`config.mk`:
```
export PLATFORM = sky130hd
export DESIGN_NAME = mem_arbiter
export DESIGN_NICKNAME = d
export VERILOG_FILES = /design/src/rtl/mem_arb_pkg.sv /design/src/rtl/mem_arbiter_rr_pick2.sv /design/src/rtl/mem_arbiter.sv
export SDC_FILE = /design/constraint.sdc
export NUM_CORES = 1
export LEC_CHECK = 0
export CORE_AREA = 3 3 69 87
export CTS_CLUSTER_DIAMETER = 200
export DETAILED_ROUTE_END_ITERATION = 12
export DIE_AREA = 0 0 72 90
export PLACE_DENSITY_LB_ADDON = 0.08
export SETUP_SLACK_MARGIN = 0.1
export SYNTH_ARGS = -nofsm -noshare
export SYNTH_HDL_FRONTEND = slang
export SYNTH_SLANG_ARGS = --single-unit
export TNS_END_PERCENT = 30
```
`constraint.sdc`:
```
create_clock -name clk -period 1.7 [get_ports clk]
set_input_delay 0.34 -clock clk [delete_from_list [all_inputs] [get_ports clk]]
set_output_delay 0.34 -clock clk [all_outputs]
set_load 0.05 [all_outputs]
```
`src/rtl/mem_arb_pkg.sv`:
```
// rtl/mem_arb_pkg.sv - shared types and constants for the two-port memory arbiter
package mem_arb_pkg;

  localparam int AW_DEF = 12;
  localparam int DW_DEF = 12;

  localparam logic PORT_FETCH = 1'b0;
  localparam logic PORT_DATA  = 1'b1;

  typedef enum logic [1:0] {
    IDLE   = 2'd0,
    ACCESS = 2'd1,
    DONE   = 2'd2
  } state_e;

endpackage

```
`src/rtl/mem_arbiter_rr_pick2.sv`:
```
// rtl/mem_arbiter_rr_pick2.sv - combinational two-way round-robin picker
module rr_pick2
  import mem_arb_pkg::*;
(
  input  logic req0_i,
  input  logic req1_i,
  input  logic last_i,
  output logic win_o,
  output logic valid_o
);

  // On a tie the port that did not win last time is chosen.
  always_comb begin
    valid_o = req0_i | req1_i;
    if (req0_i && req1_i) begin
      win_o = ~last_i;
    end else if (req1_i) begin
      win_o = PORT_DATA;
    end else begin
      win_o = PORT_FETCH;
    end
  end

endmodule

```
`src/rtl/mem_arbiter.sv`:
```
// rtl/mem_arbiter.sv - round-robin arbiter/sequencer for the shared single-port memory
// Optional per-port completion counters with MEM_ARB_STATS_EN.
module mem_arbiter
  import mem_arb_pkg::*;
#(
  parameter int AW = AW_DEF,
  parameter int DW = DW_DEF
) (
  input  logic          clk,
  input  logic          rst,
  input  logic          req0,
  input  logic          req1,
  input  logic          we0,
  input  logic          we1,
  input  logic [AW-1:0] addr0,
  input  logic [AW-1:0] addr1,
  input  logic [DW-1:0] wdata0,
  input  logic [DW-1:0] wdata1,
  output logic          gnt0,
  output logic          gnt1,
  output logic          done0,
  output logic          done1,
  output logic [DW-1:0] rdata0,
  output logic [DW-1:0] rdata1,
  output logic          mem_rden,
  output logic          mem_wren,
  output logic [AW-1:0] mem_addr,
  output logic [DW-1:0] mem_wdata,
  input  logic [DW-1:0] mem_rdata
`ifdef MEM_ARB_STATS_EN
  ,
  output logic [15:0]   stat_cnt0,
  output logic [15:0]   stat_cnt1
`endif
);

  state_e        state_q, state_d;
  logic          last_q, last_d;
  logic          gnt0_q, gnt0_d, gnt1_q, gnt1_d;
  logic          done0_q, done0_d, done1_q, done1_d;
  logic          mem_rden_q, mem_rden_d, mem_wren_q, mem_wren_d;
  logic [AW-1:0] mem_addr_q, mem_addr_d;
  logic [DW-1:0] mem_wdata_q, mem_wdata_d;
  logic [DW-1:0] rdata0_q, rdata0_d, rdata1_q, rdata1_d;

  logic pick_win, pick_valid;

  rr_pick2 u_pick (
    .req0_i  (req0),
    .req1_i  (req1),
    .last_i  (last_q),
    .win_o   (pick_win),
    .valid_o (pick_valid)
  );

  always_ff @(posedge clk) begin
    if (!rst) begin
      state_q     <= IDLE;
      last_q      <= PORT_DATA;
      gnt0_q      <= 1'b0;
      gnt1_q      <= 1'b0;
      done0_q     <= 1'b0;
      done1_q     <= 1'b0;
      mem_rden_q  <= 1'b0;
      mem_wren_q  <= 1'b0;
      mem_addr_q  <= '0;
      mem_wdata_q <= '0;
      rdata0_q    <= '0;
      rdata1_q    <= '0;
    end else begin
      state_q     <= state_d;
      last_q      <= last_d;
      gnt0_q      <= gnt0_d;
      gnt1_q      <= gnt1_d;
      done0_q     <= done0_d;
      done1_q     <= done1_d;
      mem_rden_q  <= mem_rden_d;
      mem_wren_q  <= mem_wren_d;
      mem_addr_q  <= mem_addr_d;
      mem_wdata_q <= mem_wdata_d;
      rdata0_q    <= rdata0_d;
      rdata1_q    <= rdata1_d;
    end
  end

  // last_q doubles as the owner of the access in flight.
  always_comb begin
    state_d     = state_q;
    last_d      = last_q;
    gnt0_d      = 1'b0;
    gnt1_d      = 1'b0;
    done0_d     = 1'b0;
    done1_d     = 1'b0;
    mem_rden_d  = 1'b0;
    mem_wren_d  = 1'b0;
    mem_addr_d  = mem_addr_q;
    mem_wdata_d = mem_wdata_q;
    rdata0_d    = rdata0_q;
    rdata1_d    = rdata1_q;

    case (state_q)
      IDLE, DONE: begin
        if (pick_valid) begin
          state_d = ACCESS;
          last_d  = pick_win;
          if (pick_win == PORT_DATA) begin
            gnt1_d      = 1'b1;
            mem_addr_d  = addr1;
            mem_wdata_d = wdata1;
            mem_wren_d  = we1;
            mem_rden_d  = ~we1;
          end else begin
            gnt0_d      = 1'b1;
            mem_addr_d  = addr0;
            mem_wdata_d = wdata0;
            mem_wren_d  = we0;
            mem_rden_d  = ~we0;
          end
        end else begin
          state_d = IDLE;
        end
      end
      ACCESS: begin
        state_d = DONE;
        if (last_q == PORT_DATA) begin
          done1_d = 1'b1;
          if (mem_rden_q) rdata1_d = mem_rdata;
        end else begin
          done0_d = 1'b1;
          if (mem_rden_q) rdata0_d = mem_rdata;
        end
      end
      default: state_d = IDLE;
    endcase
  end

  assign gnt0      = gnt0_q;
  assign gnt1      = gnt1_q;
  assign done0     = done0_q;
  assign done1     = done1_q;
  assign rdata0    = rdata0_q;
  assign rdata1    = rdata1_q;
  assign mem_rden  = mem_rden_q;
  assign mem_wren  = mem_wren_q;
  assign mem_addr  = mem_addr_q;
  assign mem_wdata = mem_wdata_q;

`ifdef MEM_ARB_STATS_EN
  logic [15:0] stat_cnt0_q, stat_cnt0_d, stat_cnt1_q, stat_cnt1_d;

  // Counters advance on the edge that closes the done cycle and saturate.
  always_comb begin
    stat_cnt0_d = stat_cnt0_q;
    stat_cnt1_d = stat_cnt1_q;
    if (done0_q && (stat_cnt0_q != 16'hFFFF)) stat_cnt0_d = stat_cnt0_q + 16'd1;
    if (done1_q && (stat_cnt1_q != 16'hFFFF)) stat_cnt1_d = stat_cnt1_q + 16'd1;
  end

  always_ff @(posedge clk) begin
    if (!rst) begin
      stat_cnt0_q <= '0;
      stat_cnt1_q <= '0;
    end else begin
      stat_cnt0_q <= stat_cnt0_d;
      stat_cnt1_q <= stat_cnt1_d;
    end
  end

  assign stat_cnt0 = stat_cnt0_q;
  assign stat_cnt1 = stat_cnt1_q;
`endif

endmodule
```
==> impl_metrics.ini, run 1 <==
[logic_synthesis]
synth.yosys.warnings = 0
post-synth-top-area-cell = sky130_fd_sc_hd__dfxtp_1
synth.cell_area_sq_um = 2122
synth_area_leaders = sky130_fd_sc_hd__dfxtp_1 54%, sky130_fd_sc_hd__nand2_1 11%, sky130_fd_sc_hd__o21ai_1 10%, sky130_fd_sc_hd__a31oi_1 7.1%, sky130_fd_sc_hd__nand3_1 5.7%
synth_cell_type_count = 22
synth_cells = 251
post_synth.cell_area_avg_sq_um = 8.454
synth_seq_cells = 57
yosys.area.top_type_share_pct = 53.77
syn_nets = 317
synth_sequential_area_ratio_pct = 53.77

[route]
wl_per_cell_um = 13.24
drt_pass1_iterations = 3
vias = 2085
drc = 0
drt-initial-drc-count = 95
drt-total-wl_um = 5785
vias_per_cell = 4.771
ant_nets = 0

[sta]
slew_violations = 0
period_minus_slack_ns = 1.321
grt_setup_unrepaired = no
hold_viol_final = 0
setup_tns_ns = 0
worst_slew_margin_rel_pct = 77.84
maxClockFrequency_ghz = 0.7568
timing.final.setup_violations = 0
period_share_pct = 77.72
skew_ns = 0.007234
max_slew.worst_pin.slew_ns = 0.3317

[worst_setup_path]
start_kind = input pin
crit_path_cell_trace = clkdlybuf4s50_1 -> a21boi_4 -> buf_12 -> nand2_1 -> a31oi_1
worst_setup_path_end_kind = register
critPathArrivalTime_ns = 1.56
crit_path_max_fanout = 21
worst-path-buf-inv = 2
cp_data_required_time_ns = 1.94
max_stage_delay_ns = 0.51
timing.setup.critical_path_class = input pin to register
critical-path-slowest-cell = sky130_fd_sc_hd__clkdlybuf4s50_1
worst_path_dominant_cell_family = buffers and inverters

[global_route]
grt_start_max_net_pins = 33
overall_routing_resource_usage_pct = 18.48
antenna_found_initial = 0
grt_pass1_vias = 2076
gr-total-overflow = 0
grt_pass1_wl_um = 9542

[clock_tree]
tritoncts = built
clock-root-buffer = sky130_fd_sc_hd__clkbuf_8
path_clk_slew_ns = 0.06
tritoncts.num_buffers = 9
clock-sinks = 57
clock_insertion_delay_worst_skew_ns = 0.32
clock_tree.htree_level_count = 3
holdBufCountCts = 0
cts_max_path_buffers = 2

[die]
design.portCount = 120
cell_row_count = 29
floorplan_die_area_sq_um = 6480
die_w_um = 72
core_area_sq_um = 5189
start_util_pct = 40.90
die_h_um = 90

[placement]
detailedPlacementHpwl_um = 4160
dp_cells = 421
port-buffer-count = 119
gp_congestion = 0.7326

[pwr]
total_power_mw = 3.653
p_per_area_nw_per_um2 = 1042
power.leakage_nw = 1.485
vdd.ir_drop.worst_v = 0.0005514

[min_path]
hold_path.class = input pin to register

[run]
max_cap_violations = 0

[cells_and_area]
antennaDiodeCount = 0
final_layout_size_suffix_gt1_share_pct = 22.40
finish.net_count = 436
flow.area_growth_from_synthesis_pct = 65.15
layout.filler_cells = 451
final-instance-count-excl-fill = 437

[status]
result_of_the_run = finished clean
-- cells by family after synthesis --
logic type | Yosys count | share of synthesized area (%)
mux | 2 | 0.9434
buf+inv | 22 | 5.425
simple gates | 95 | 19.63
compound gates | 75 | 20.22
flops | 57 | 53.77
-- layer usage --
layer  track usage, %  vias up  wire (um)
li1                 -     1108          -
met2            31.98       73       2990
met5                0        -          0
met4            5.643        0         26
met1            20.35      902       2291
met3            7.366        2        477
-- worst register-to-register path: cells and delay by family (launching register included) --
| kind | cells | cell delay [ns] |
|---|---|---|
| flip-flops | 1 | 0.36 |
| buffers and inverters | 1 | 0.19 |
| AND/OR/NAND/NOR | 2 | 0.26 |
| AO/OA/AOI/OAI | 1 | 0.33 |
-- cell usage after synthesis, drive strengths merged --
cell and instances:
a21bo 1, a21boi 1, a31oi 24, and2 1, and3b 1, buf 16, clkbuf 5, dfxtp 57
inv 1, mux2i 2, nand2 62, nand3 24, nand4b 1, nand4bb 1, nor2 3, nor2b 2
o21ai 48, o21ba 1
-- cells in the final DEF (no fill, tap or decap), types with 2 or more instances in the layout --
cell	Yosys	final
sky130_fd_sc_hd__buf_4	1	60
sky130_fd_sc_hd__o21ai_1	43	43
sky130_fd_sc_hd__o21ai_0	5	5
sky130_fd_sc_hd__nand2_1	62	62
sky130_fd_sc_hd__dfxtp_1	57	57
sky130_fd_sc_hd__mux2i_1	2	2
sky130_fd_sc_hd__nand3_1	24	24
sky130_fd_sc_hd__buf_12	0	4
sky130_fd_sc_hd__nor2_1	3	3
sky130_fd_sc_hd__nor2b_1	2	2
sky130_fd_sc_hd__clkinv_2	0	2
sky130_fd_sc_hd__clkbuf_8	0	11
sky130_fd_sc_hd__bufinv_16	0	2
sky130_fd_sc_hd__clkdlybuf4s50_1	0	64
sky130_fd_sc_hd__a31oi_1	24	24
-- flip-flops by register name, indices dropped and copies added, names as in the netlist, 2 cells and up --
signal	flops
mem_addr	12
mem_wdata	12
rdata0	12
rdata1	12
state_q	2
-- layout make-up --
cell class / instances / area, sq um / area share [%]
well taps: 62 / 77.57 / 2.213
flip-flops and latches: 57 / 1141 / 32.56
repair buffers: 129 / 1176 / 33.56
multi-input cells: 172 / 877.1 / 25.03
inverters: 1 / 3.754 / 0.1071
clock buffers: 11 / 151.4 / 4.320
clock inverters: 5 / 77.57 / 2.213
-- worst paths after layout --
check	start	endpoint	slack, ns	cells after the start
hold / removal	rst	last_q	0.34	2
setup / recovery	req1	mem_addr[7]	0.38	5
setup reg to reg	state_q[0]	mem_rden	0.50	4
hold reg to reg	rdata0[10]	rdata0[10]	0.46	2
-- metrics by stage --
step	setup slack (ns)	util, %	cell area (sq um)	hold WS, ns
global route	0.2916	67.54	3505	0.3374
finish	0.3787	67.54	3505	0.3380
global placement	0.07544	62.91	3264	0.4454
floorplan	0.2945	-	2122	0.4886
CTS	0.1925	67.33	3493	0.3280
detailed placement	0.04258	62.91	3264	0.4497
-- power by group --
part	internal, mW	leakage (nW)	switching [mW]	total, mW
clock network	0.900	0.115	0.517	1.42
logic	0.326	0.902	0.449	0.775
registers	1.41	0.467	0.0473	1.46
-- timing repair --
action	4_1_cts	5_1_grt
endpoints found under the setup margin	0	12
buffers inserted	0	0
resized for setup	0	1
No activity file was read; power rests on OpenSTA's default activity.
==> run 2, diff against run 1 <==
--- a/config.mk
+++ b/config.mk
@@ -5,10 +5,10 @@
 export SDC_FILE = /design/constraint.sdc
 export NUM_CORES = 1
 export LEC_CHECK = 0
-export CORE_AREA = 3 3 69 87
+export CORE_AREA = 3 3 75 95
 export CTS_CLUSTER_DIAMETER = 200
 export DETAILED_ROUTE_END_ITERATION = 12
-export DIE_AREA = 0 0 72 90
+export DIE_AREA = 0 0 78 98
 export PLACE_DENSITY_LB_ADDON = 0.08
 export SETUP_SLACK_MARGIN = 0.1
 export SYNTH_ARGS = -nofsm -noshare
==> constraint.sdc (replaced) <==
create_clock -name clk -period 1.1 [get_ports clk]
set_input_delay 0.22 -clock clk [delete_from_list [all_inputs] [get_ports clk]]
set_output_delay 0.22 -clock clk [all_outputs]
set_load 0.05 [all_outputs]
==> run 2 against run 1 <==
Against the previous run: the flow now finishes with violations (setup timing); utilization up 3.8 points; die area up 18%; critical endpoint is now mem_rden; first-iteration DRC count fell by 8.4%; critical path type is now register to register; clock-buffer cell count stayed put; critical path depth is 1 lower; sequential cell count did not move.
==> impl_metrics.ini, run 2 (same netlist as run 1, synthesis figures left out) <==
[cells_and_area]
antennaDiodeCount = 0
final_layout_size_suffix_gt1_share_pct = 40.52
layout.cells.most_common_list = 62 x sky130_fd_sc_hd__clkdlybuf4s50_1, 61 x sky130_fd_sc_hd__nand2_1, 60 x sky130_fd_sc_hd__buf_12
area.sequential_sq_um = 1215
layout.filler_cells = 506
flow.area_growth_from_synthesis_pct = 110.0
layout_commonest_cell = sky130_fd_sc_hd__clkdlybuf4s50_1
finish.net_count = 446
multiInputGateArea_sq_um = 935.9
post-route-cell-area_sq_um = 4456

[worst_setup_path]
critical-path-slowest-cell = sky130_fd_sc_hd__dfxtp_4
start_kind = register
crit_path_max_fanout = 6
cp_data_required_time_ns = 1.35
worst_r2r_path_depth = 4
worst_setup_path_end_kind = register
regToRegSetupSlack_ns = -0.04
critical_path.endpoint = mem_rden
crit_path_cell_trace = a21boi_4 -> buf_4 -> mux2i_4 -> nor2b_1
reg2reg_to = mem_rden
worstReg2RegStart = last_q
cp-startpoint = last_q
timing.setup.critical_path_class = register to register
critPathArrivalTime_ns = 1.39
max_stage_delay_ns = 0.37

[global_route]
grt_pass1_wl_um = 10630
grt_start_max_net_pins = 41
antenna_found_initial = 0
gr-total-overflow = 0
overall_routing_resource_usage_pct = 17.67
grt_pass1_vias = 2207

[die]
design.portCount = 120
floorplan_die_area_sq_um = 7644
cell_row_count = 32
die_h_um = 98
core_area_sq_um = 6246
start_util_pct = 33.97
die_w_um = 78

[clock_tree]
tritoncts = built
holdBufCountCts = 0
clock-root-buffer = sky130_fd_sc_hd__clkbuf_8
cts_max_path_buffers = 2
clock-sinks = 57
clock_tree.htree_level_count = 3
tritoncts.num_buffers = 9
clock_insertion_delay_worst_skew_ns = 0.32
path_clk_slew_ns = 0.06

[placement]
place_ws_ns = -0.4208
gp_congestion = 0.7145
post_placement_cell_area_sq_um = 3993
port-buffer-count = 119
detailedPlacementHpwl_um = 4601

[route]
wl_per_cell_um = 14.45
drc = 0
vias = 2230
drt_pass1_iterations = 4
ant_nets = 0
drt-initial-drc-count = 87
vias_per_cell = 4.745
drt-total-wl_um = 6792

[sta]
period_share_pct = 103.3
timing.final.setup_violations = 22
hold_viol_final = 0
slew_violations = 0
setup_tns_ns = -0.2291
max_slew.worst_pin.slew_ns = 0.2254
postLayoutSetupSlackWorst_ns = -0.03606
maxClockFrequency_ghz = 0.8802
worst_slew_margin_rel_pct = 84.97
hold_slack_ns = 0.2472
period_minus_slack_ns = 1.136
skew_ns = 0.008319
grt_setup_unrepaired = yes

[min_path]
hold_path.class = input pin to register

[status]
result_of_the_run = finished, violations left
violations_in_the_final_reports = setup timing

[run]
max_cap_violations = 0

[pwr]
p_per_area_nw_per_um2 = 1262
vdd.ir_drop.worst_v = 0.0008836
power.leakage_nw = 1.742
==> run 2: changes by cell type in the layout (fill, tap and decap cells not counted), moves of 4 or more <==
| cell | before | now |
|---|---|---|
| sky130_fd_sc_hd__buf_4 | 60 | 7 |
| sky130_fd_sc_hd__nand3_2 | 0 | 9 |
| sky130_fd_sc_hd__dfxtp_4 | 0 | 4 |
| sky130_fd_sc_hd__dfxtp_2 | 0 | 47 |
| sky130_fd_sc_hd__nand3_1 | 24 | 15 |
| sky130_fd_sc_hd__buf_6 | 0 | 4 |
| sky130_fd_sc_hd__buf_12 | 4 | 60 |
| sky130_fd_sc_hd__dfxtp_1 | 57 | 6 |
==> run 2: layer usage <==
metal  vias up  track usage [%]  wire length (um)
li1       1127                -                 -
met1      1010            18.25              2499
met2        89            32.65              3741
met3         4            6.181               500
met4         0            6.057                49
met5         -                0                 0
==> run 2: area by class of cell <==
type | instances | share of cell area (%)
timing repair buffer | 139 | 45.38
clock inverter | 5 | 0.7021
sequential | 57 | 27.27
inverter | 1 | 0.08425
multi-input combinational | 172 | 21.01
clock buffer | 11 | 3.173
tap | 85 | 2.387
==> run 2: per-stage QoR <==
| step | total power [mW] | cells | util (%) |
|---|---|---|---|
| after global placement | 3.822 | 445 | 63.92 |
| after detailed placement | 3.840 | 445 | 63.92 |
| after floorplan | 2.988 | 251 | - |
| after CTS | 5.656 | 468 | 69.17 |
| after global routing | 5.861 | 470 | 71.33 |
| final | 5.622 | 470 | 71.33 |
==> run 2: critical path, delay by kind of cell, from the launching register on <==
kind            cells  cell delay [ns]
simple gates        1             0.15
mux                 1             0.23
flops               1             0.37
compound gates      1             0.17
buf+inv             1             0.16
==> run 2: how the worst min path moves through the flow <==
stage | startpoint | end | slack, ns | cells past startpoint
detailed placement | rdata0[5] | rdata0[5] | 0.49 | 2
global route | rst | state_q[1] | 0.26 | 2
finish | rst | state_q[1] | 0.25 | 2
floorplan | addr0[0] | mem_addr[0] | 0.37 | 2
CTS | rst | state_q[1] | 0.23 | 2
global placement | rdata0[5] | rdata0[5] | 0.48 | 2
==> run 2: timing repair <==
item,in CTS,in global routing
setup endpoints to repair,108,108
setup buffers,5,0
pin swaps,0,9
cloned,2,2
gates resized for setup,35,41
==> run 2: power breakdown <==
group	total, mW	switching, mW	internal [mW]
registers	2.33	0.130	2.20
clock network	1.68	0.811	0.870
logic	1.61	0.752	0.856
